==> src/rtl/fetch_unit_if.sv <==
// Fetch bus bundle: instruction-memory read port plus the opcode stream to the datapath.
// master = fetch unit side, slave = memory and consumer side.
interface fetch_unit_if #(
  parameter int ADDR_W = 32,
  parameter int DATA_W = 32
);
  logic              mem_req;
  logic [ADDR_W-1:0] mem_addr;
  logic              mem_ack;
  logic [DATA_W-1:0] mem_rdata;
  logic              instr_valid;
  logic              instr_ready;
  logic [DATA_W-1:0] instr_opcode;
  logic [ADDR_W-1:0] instr_pc;

  modport master (
    output mem_req, mem_addr, instr_valid, instr_opcode, instr_pc,
    input  mem_ack, mem_rdata, instr_ready
  );

  modport slave (
    input  mem_req, mem_addr, instr_valid, instr_opcode, instr_pc,
    output mem_ack, mem_rdata, instr_ready
  );
endinterface

==> src/rtl/fetch_unit.sv <==
// Instruction fetch: single-outstanding memory reads feeding a DEPTH-entry prefetch queue; redirect flushes.
// Optional FETCH_STATS_EN adds perf_fetched / perf_dropped counters.
module fetch_unit #(
  parameter int                ADDR_W   = 32,
  parameter int                DATA_W   = 32,
  parameter int                DEPTH    = 4,
  parameter logic [ADDR_W-1:0] RESET_PC = '0
) (
  input  logic              clk,
  input  logic              reset,
  input  logic              redirect,
  input  logic [ADDR_W-1:0] redirect_pc,
  fetch_unit_if.master      bus,
  output logic [ADDR_W-1:0] fetch_pc,
  output logic              busy
`ifdef FETCH_STATS_EN
  ,
  output logic [31:0]       perf_fetched,
  output logic [15:0]       perf_dropped
`endif
);

  localparam int                PTR_W   = $clog2(DEPTH);
  localparam int                CNT_W   = PTR_W + 1;
  localparam logic [CNT_W-1:0]  DEPTH_C = CNT_W'(DEPTH);
  localparam logic [ADDR_W-1:0] PC_STEP = ADDR_W'(4);

  typedef enum logic [1:0] {IDLE, WAIT, DROP} state_t;

  state_t            state_q, state_d;
  logic [ADDR_W-1:0] fetch_pc_q, fetch_pc_d;
  logic              mem_req_q, mem_req_d;
  logic [ADDR_W-1:0] mem_addr_q, mem_addr_d;
  logic [DATA_W-1:0] opc_q [DEPTH];
  logic [DATA_W-1:0] opc_d [DEPTH];
  logic [ADDR_W-1:0] pcs_q [DEPTH];
  logic [ADDR_W-1:0] pcs_d [DEPTH];
  logic [PTR_W-1:0]  rd_ptr_q, rd_ptr_d, wr_ptr_q, wr_ptr_d;
  logic [CNT_W-1:0]  count_q, count_d;

  logic              push, pop, reissue;
  logic [CNT_W-1:0]  count_after;
  logic              unused_rpc_lsb;

  assign unused_rpc_lsb = ^redirect_pc[1:0];

  // Redirect wins over ack and pop: no push, no pop in a redirect cycle.
  always_comb begin
    push        = (state_q == WAIT) && bus.mem_ack && !redirect;
    pop         = (count_q != '0) && bus.instr_ready && !redirect;
    count_after = count_q + CNT_W'(push) - CNT_W'(pop);
    reissue     = push && (count_after < DEPTH_C);
  end

  always_ff @(posedge clk) begin
    if (reset) state_q <= IDLE;
    else       state_q <= state_d;
  end

  always_comb begin
    state_d = state_q;
    unique case (state_q)
      IDLE: if (!redirect && (count_q < DEPTH_C)) state_d = WAIT;
      WAIT: begin
        if (redirect)         state_d = bus.mem_ack ? IDLE : DROP;
        else if (bus.mem_ack) state_d = reissue ? WAIT : IDLE;
      end
      DROP: if (bus.mem_ack) state_d = IDLE;
      default: state_d = IDLE;
    endcase
  end

  always_comb begin
    mem_req_d  = (state_d != IDLE);
    mem_addr_d = mem_addr_q;
    if ((state_q == IDLE) && (state_d == WAIT)) mem_addr_d = fetch_pc_q;
    else if (reissue)                           mem_addr_d = fetch_pc_q + PC_STEP;

    fetch_pc_d = fetch_pc_q;
    if (redirect)  fetch_pc_d = {redirect_pc[ADDR_W-1:2], 2'b00};
    else if (push) fetch_pc_d = fetch_pc_q + PC_STEP;

    opc_d    = opc_q;
    pcs_d    = pcs_q;
    wr_ptr_d = wr_ptr_q;
    rd_ptr_d = rd_ptr_q;
    count_d  = count_after;
    if (redirect) begin
      wr_ptr_d = '0;
      rd_ptr_d = '0;
      count_d  = '0;
    end else begin
      if (push) begin
        opc_d[wr_ptr_q] = bus.mem_rdata;
        pcs_d[wr_ptr_q] = mem_addr_q;
        wr_ptr_d        = wr_ptr_q + PTR_W'(1);
      end
      if (pop) rd_ptr_d = rd_ptr_q + PTR_W'(1);
    end
  end

  always_ff @(posedge clk) begin
    if (reset) begin
      fetch_pc_q <= RESET_PC;
      mem_req_q  <= 1'b0;
      mem_addr_q <= RESET_PC;
      rd_ptr_q   <= '0;
      wr_ptr_q   <= '0;
      count_q    <= '0;
      for (int i = 0; i < DEPTH; i++) begin
        opc_q[i] <= '0;
        pcs_q[i] <= '0;
      end
    end else begin
      fetch_pc_q <= fetch_pc_d;
      mem_req_q  <= mem_req_d;
      mem_addr_q <= mem_addr_d;
      rd_ptr_q   <= rd_ptr_d;
      wr_ptr_q   <= wr_ptr_d;
      count_q    <= count_d;
      opc_q      <= opc_d;
      pcs_q      <= pcs_d;
    end
  end

  assign bus.mem_req      = mem_req_q;
  assign bus.mem_addr     = mem_addr_q;
  assign bus.instr_valid  = (count_q != '0);
  assign bus.instr_opcode = opc_q[rd_ptr_q];
  assign bus.instr_pc     = pcs_q[rd_ptr_q];
  assign fetch_pc         = fetch_pc_q;
  assign busy             = (state_q != IDLE);

`ifdef FETCH_STATS_EN
  logic [31:0] perf_fetched_q, perf_fetched_d;
  logic [15:0] perf_dropped_q, perf_dropped_d;
  logic        discard;

  // Dropped = discarded acks plus every entry thrown away by a flush.
  always_comb begin
    discard        = bus.mem_ack && ((state_q == DROP) || ((state_q == WAIT) && redirect));
    perf_fetched_d = perf_fetched_q + 32'(pop);
    perf_dropped_d = perf_dropped_q + 16'(discard);
    if (redirect) perf_dropped_d = perf_dropped_d + 16'(count_q);
  end

  always_ff @(posedge clk) begin
    if (reset) begin
      perf_fetched_q <= '0;
      perf_dropped_q <= '0;
    end else begin
      perf_fetched_q <= perf_fetched_d;
      perf_dropped_q <= perf_dropped_d;
    end
  end

  assign perf_fetched = perf_fetched_q;
  assign perf_dropped = perf_dropped_q;
`endif

endmodule

==> src/flat_wrapper.sv <==
// flat-port wrapper written by rule: the top's interface ports become plain ports
module fetch_unit_flat 
#(
  parameter int                ADDR_W   = 32,
  parameter int                DATA_W   = 32,
  parameter int                DEPTH    = 4,
  parameter logic [ADDR_W-1:0] RESET_PC = '0
)
  (clk, reset, redirect, redirect_pc, fetch_pc, busy, bus_mem_req, bus_mem_addr, bus_instr_valid, bus_instr_opcode, bus_instr_pc, bus_mem_ack, bus_mem_rdata, bus_instr_ready);
  fetch_unit_if #(.ADDR_W(ADDR_W), .DATA_W(DATA_W)) bus_i ();
  input  logic clk;
  input  logic reset;
  input  logic redirect;
  input  logic [ADDR_W-1:0] redirect_pc;
  output logic [ADDR_W-1:0] fetch_pc;
  output logic busy;
  output wire logic [$bits(bus_i.mem_req)-1:0] bus_mem_req;
  output wire logic [$bits(bus_i.mem_addr)-1:0] bus_mem_addr;
  output wire logic [$bits(bus_i.instr_valid)-1:0] bus_instr_valid;
  output wire logic [$bits(bus_i.instr_opcode)-1:0] bus_instr_opcode;
  output wire logic [$bits(bus_i.instr_pc)-1:0] bus_instr_pc;
  input wire logic [$bits(bus_i.mem_ack)-1:0] bus_mem_ack;
  input wire logic [$bits(bus_i.mem_rdata)-1:0] bus_mem_rdata;
  input wire logic [$bits(bus_i.instr_ready)-1:0] bus_instr_ready;
  assign bus_mem_req = bus_i.mem_req;
  assign bus_mem_addr = bus_i.mem_addr;
  assign bus_instr_valid = bus_i.instr_valid;
  assign bus_instr_opcode = bus_i.instr_opcode;
  assign bus_instr_pc = bus_i.instr_pc;
  assign bus_i.mem_ack = bus_mem_ack;
  assign bus_i.mem_rdata = bus_mem_rdata;
  assign bus_i.instr_ready = bus_instr_ready;
  fetch_unit #(.ADDR_W(ADDR_W), .DATA_W(DATA_W), .DEPTH(DEPTH), .RESET_PC(RESET_PC)) u_core (.clk(clk), .reset(reset), .redirect(redirect), .redirect_pc(redirect_pc), .bus(bus_i), .fetch_pc(fetch_pc), .busy(busy));
endmodule
==> config.mk <==
export PLATFORM = sky130hd
export DESIGN_NAME = fetch_unit_flat
export DESIGN_NICKNAME = d
export VERILOG_FILES = /design/src/rtl/fetch_unit_if.sv /design/src/rtl/fetch_unit.sv /design/src/flat_wrapper.sv
export SDC_FILE = /design/constraint.sdc
export NUM_CORES = 1
export LEC_CHECK = 0
export ABC_AREA = 1
export BUFFER_PORTS_ARGS = -buffer_cell sky130_fd_sc_hd__buf_4
export CAP_MARGIN = 0
export CORE_MARGIN = 5
export CORE_UTILIZATION = 36
export DETAILED_ROUTE_END_ITERATION = 8
export SETUP_SLACK_MARGIN = 0.05
export SKIP_CTS_REPAIR_TIMING = 1
export SYNTH_ARGS = -nofsm -noshare
export SYNTH_HDL_FRONTEND = slang
export SYNTH_SLANG_ARGS = --single-unit
==> constraint.sdc <==
create_clock -name clk -period 2.85 [get_ports clk]
set_input_delay 0.1425 -clock clk [delete_from_list [all_inputs] [get_ports clk]]
set_output_delay 0.1425 -clock clk [all_outputs]
set_load 0.02 [all_outputs]
[After elaboration in Yosys (flattened, before gate mapping)]
Index checks and enable logic that the tools add are counted.
Widths: inputs -> output; s select.
Word-level totals
  logic and storage cells: 70
  bits of input ports: 69
  register bits: 330
Cells by class
  add/sub/neg operators: 5
  $lt $le $gt $ge: 5
  reductions and logical operators: 17
  bitwise operators: 3
  equality and inequality tests: 3
  multiplexer cells: 21
Operator list (number)
  $mux 32: 9
  $bwmux 128: 2
  $bmux 32 s2: 2
  $demux 32 s2: 1
  $add 32x3->32 const B: 1
  $mux 2: 5
  $logic_and 1x1->1: 8
  $reduce_bool 2->1: 4
  $ge 3x3->1 const B: 2
  $lt 3x3->1 const B: 2
  $not 2->3: 2
  $pmux 2 s3: 1
  $add 2x1->2 const B: 2
  $eq 2x1->1 const B: 2
  $add 3x1->3: 1
  $lt 3x1->1 const B: 1
  $reduce_bool 3->1: 1
  $sub 3x1->3: 1
  $eq 2x2->1 const B: 1
  $logic_not 2->1: 1
  $reduce_and 2->1: 1
  $reduce_or 2->1: 1
  $logic_not 1->1: 1
  $mux 1: 1
  $not 1->1: 1

[Longest topological paths before layout]
  word-level depth: 14
  depth in mapped cells: 21
  gate-level depth less buffers: 19

[Worst setup path after synthesis]
OpenSTA, ideal clock, no wires.
  path kind: flip-flop to flip-flop
  start point: register u_core.count_q[2]
  end point: register u_core.mem_addr_q[25], in the netlist u_core.bus.mem_addr[25]
  path slack: 408 ps
  stages on the path, launching flop included: 17
  data arrival time: 2371 ps
  period minus slack after synthesis: 2442 ps
  setup time: 70 ps
  path through: dfxtp_1 > nor3_1 > nor2_1 > ha_1 > inv_1 > ha_1 > fa_1 > inv_1 > nor2_1 > inv_1 > nand3_1 > nand3_4 > nand2_2 > inv_2 > buf_2 > nand2_1 > a21oi_1
On the way
  word-level cells in the longest chain between the ends: 13
  elaborated cells on any way between the ends: 18
Ends and longest elaborated chain
  from (decl): RTL line fetch_unit.sv:39  | logic [CNT_W-1:0] count_q, count_d;
  from (signal assigned): RTL line fetch_unit.sv:120  | count_q <= count_d;
  $reduce_bool 3->1 (*): RTL line fetch_unit.sv:50  | pop = (count_q != '0) && bus.instr_ready && !redirect;
  $logic_and 1x1->1 (*) (2 in series): RTL line fetch_unit.sv:50
  via u_core.pop: RTL line fetch_unit.sv:41  | logic push, pop, reissue;
  $sub 3x1->3 (*): RTL line fetch_unit.sv:51  | count_after = count_q + CNT_W'(push) - CNT_W'(pop);
  $lt 3x3->1 (*): RTL line fetch_unit.sv:52  | reissue = push && (count_after < DEPTH_C);
  $logic_and 1x1->1 (*): RTL line fetch_unit.sv:52
  $mux 1: RTL line fetch_unit.sv:66  | else if (bus.mem_ack) state_d = reissue ? WAIT : IDLE;
  $mux 2: RTL line fetch_unit.sv:66
  $mux 2: RTL line fetch_unit.sv:65  | if (redirect) state_d = bus.mem_ack ? IDLE : DROP;
  $pmux 2 s3: RTL line fetch_unit.sv:62  | unique case (state_q)
  $eq 2x1->1: RTL line fetch_unit.sv:76  | if ((state_q == IDLE) && (state_d == WAIT)) mem_addr_d = fetch_pc_q;
  $logic_and 1x1->1: RTL line fetch_unit.sv:76
  $mux 32 / $reduce_bool 2->1 (equally long branches)
  to (signal assigned): RTL line fetch_unit.sv:117  | mem_addr_q <= mem_addr_d;
  to (decl): RTL line fetch_unit.sv:33  | logic [ADDR_W-1:0] mem_addr_q, mem_addr_d;
The timed path passes the listed nets; every way through them passes the cells marked *.
A chain may end at the register's enable or synchronous reset.

[Worst setup path in the final report]
  start point: register u_core.count_q[2]
  end point: register u_core.mem_addr_q[21], in the netlist u_core.bus.mem_addr[21]
Same word-level chain as after synthesis.

==> flow_metrics.py <==
metrics = {
    "power_and_ir_drop": {
        "power_mw": 10.0,
        "internal-power_mw": 7.58,
        "clkPwrFrac": 0.462,
        "p_leak_nw": 6.80,
        "seq_power_share": 0.461,
        "vdd_drop_max_v": 0.000334,
        "p_sw_mw": 2.45,
        "p_comb_frac": 0.077,
        "swShare": 0.245,
        "power_density_nw_per_um2": 557,
    },
    "clock_tree": {
        "cts_inserted_buffers": 36,
        "cts-htree-levels": 2,
        "clock-sinks": 318,
        "cts_tree": "done",
        "clk_pin_slew_ns": 0.06,
        "clock-root-buffer": "clkbuf_16",
        "cts_buffer_depth": 3,
        "worstSkewPairLatency_ns": 0.53,
    },
    "setup_path": {
        "worstPathRequired_ns": 3.27,
        "critPathKind": "register to register",
        "crit_path_frequent_cell": "inv_1",
        "path_max_fanout": 20,
        "cp_slowest_cell": "fa_1",
        "endpoint_kind": "register",
        "path_cells": "nor3_2, nor2_2, ha_1, inv_1, ha_1, fa_1, inv_1, nor2_1, inv_1, nand2_1, nand2_2, nand3_4, nand2_4, inv_4, buf_12, nand2_1, nand3_1, nand2_1, inv_1",
        "worstPathArrival_ns": 3.05,
        "max_stage_delay_ns": 0.36,
        "cp-start-kind": "register",
    },
    "grt": {
        "grt_max_degree": 133,
        "antenna_found_initial": 0,
        "grt_overflow_total": 0,
        "track_usage": 0.217,
        "grt_pass1_wl_microns": 78900,
        "grt_pass1_vias": 14100,
    },
    "detailed_routing": {
        "wl_microns": 51100,
        "dr.first_iter.drc_count": 1500,
        "vias_per_cell": 5.42,
        "drcViolationCount": 0,
        "dr.pass1.iters": 6,
        "postRouteAntennaNets": 0,
        "avgRoutedWirePerCell_microns": 18.3,
        "via_count": 15100,
    },
    "layout": {
        "layout-drive-gt1-share": 0.141,
        "antenna_cells": 0,
        "nets": 2323,
        "fillers": 4066,
        "area_growth_pct": 23.6,
    },
    "die": {
        "ios": 200,
        "core-area_sq_um": 39900,
        "die_x_microns": 211,
        "initial_core_util": 0.365,
        "die_y_microns": 211,
        "rows": 73,
        "die_area_sq_um": 44600,
    },
    "logic_synthesis": {
        "ys_types": 35,
        "synthFlopType": "dfxtp_1",
        "synth_warnings": 0,
        "synthCells": 2093,
        "postSynthAreaPerCell_sq_um": 6.97,
        "synth-edff-count": 0,
        "ys_ff_latch": 318,
        "async_reset_ff_frac": 0,
        "seq_area_frac_synth": 0.437,
        "netlist_area_sq_um": 14600,
    },
    "timing": {
        "slew_viol_final": 0,
        "fmaxAchievable_mhz": 381,
        "setup_ws_ns": 0.226,
        "grt_setup_unrepaired": "yes",
        "final.min_clock_period_ns": 2.62,
        "final_hold_viol_count": 3,
        "whs_ns": -0.0634,
        "fin_skew_ns": 0.0201,
        "period_share": 0.921,
        "slew_headroom": 0.377,
        "worst_pin_slew_ns": 0.934,
        "setup_violations": 0,
        "fin_setup_tns_ns": 0,
    },
    "place": {
        "place_hpwl_microns": 30200,
        "portBuffers": 191,
        "place_congestion": 0.881,
        "pre_cts_slack_ns": 0.0984,
    },
    "run": {
        "drv_cap": 0,
    },
    "status": {
        "status": "finished with violations",
        "violations": "hold timing",
    },
    "worst_hold_path": {
        "hp-class": "input port to register",
    },
}
-- final timing paths --
path                           from                 endpoint  slack [ns]  cells past startpoint
hold reg to reg    u_core.opc_q[65]         u_core.opc_q[65]        0.46                      2
setup / recovery  u_core.count_q[2]  u_core.bus.mem_addr[21]        0.23                     19
hold / removal      redirect_pc[30]      u_core.fetch_pc[30]       -0.06                      5
setup reg to reg  u_core.count_q[2]  u_core.bus.mem_addr[21]        0.23                     19
-- state kept, by name, indices dropped and copies added (netlist names) --
name and cells:
u_core.opc_q 128, u_core.pcs_q 120, u_core.bus.mem_addr 30, u_core.fetch_pc 30, u_core.count_q 3, u_core.rd_ptr_q 2
u_core.state_q 2, u_core.wr_ptr_q 2, u_core.bus.mem_req 1
-- cells in the final DEF, fill, tap and decap left out, types with 3 or more instances in the layout --
cell type      count
nand2_1          467
dfxtp_1          315
nand3_1          297
a21oi_1          286
buf_4            225
nor2_1           200
o21ai_0          141
inv_1             62
o22ai_1           62
dlygate4sd3_1     55
clkbuf_16         38
a31oi_1           15
xor2_1             9
clkbuf_1           9
nor2_2             7
nand2_2            7
clkbuf_8           7
buf_12             7
conb_1             6
clkinv_2           5
a22oi_1            5
inv_2              4
a22o_1             4
xnor2_1            4
ha_2               4
ha_1               3
-- power groups by stage --
| stage | logic (mW) | registers (mW) | clock network (mW) |
|---|---|---|---|
| after floorplan | 0.365 | 4.72 | 0 |
| after global placement | 0.698 | 4.72 | 0 |
| after detailed placement | 0.703 | 4.72 | 0 |
| after CTS | 0.706 | 4.62 | 4.75 |
| after global routing | 0.841 | 4.62 | 4.91 |
| final | 0.773 | 4.62 | 4.64 |
-- per-layer routing --
| layer | vias up | global-route usage | share of wire |
|---|---|---|---|
| li1 | 7315 | - | - |
| met1 | 7182 | 0.282 | 0.42 |
| met2 | 551 | 0.362 | 0.48 |
| met3 | 100 | 0.0373 | 0.063 |
| met4 | 0 | 0.0820 | 0.034 |
| met5 | - | 0 | 0 |
-- synthesized netlist by cell type, types with 4 or more instances --
master	instances	share of area
nor2_1	201	0.052
inv_2	4	0.0010
clkbuf_1	107	0.028
o22ai_1	62	0.027
nand3_1	297	0.10
xor2_1	9	0.0054
ha_1	7	0.0060
xnor2_1	4	0.0024
a22oi_1	5	0.0026
a22o_1	4	0.0024
dfxtp_1	318	0.44
o21ai_0	141	0.048
buf_4	29	0.015
nand2_2	5	0.0021
nor2_2	6	0.0026
buf_2	38	0.013
nand2_1	470	0.12
inv_1	63	0.016
a31oi_1	15	0.0064
a21oi_1	286	0.098
-- cell families after synthesis --
group / share of synthesized area
AO/OA/AOI/OAI: 0.186
AND/OR/NAND/NOR: 0.285
adder cells (fa/ha/maj): 0.00738
flip-flops: 0.437
other: 0.000257
buffers and inverters: 0.0761
XOR/XNOR: 0.00781
-- area by class of cell --
class | count | area, sq um | area share
repair buffers | 289 | 2400 | 0.133
well taps | 525 | 657 | 0.0364
inverters | 69 | 263 | 0.0146
flip-flops and latches | 318 | 6370 | 0.354
multi-input cells | 1532 | 7150 | 0.397
clock buffers | 53 | 1070 | 0.0592
clock inverters | 9 | 104 | 0.00576
-- metrics by stage --
step / cells / area (sq um) / utilization
3_5_place_dp: 2673 / 16200 / 0.407
5_1_grt: 2795 / 18000 / 0.452
6_report: 2795 / 18000 / 0.452
4_1_cts: 2735 / 17400 / 0.436
3_3_place_gp: 2673 / 16200 / 0.407
2_1_floorplan: 2098 / 14600 / -
-- critical path, delay by kind of cell (launching register included) --
family / cells / cell delay (ns)
DFF: 1 / 0.32
buffers and inverters: 6 / 0.44
adders and majority gates: 3 / 0.82
and+or+nand+nor: 10 / 0.94
(Power assumes the default switching activity.)
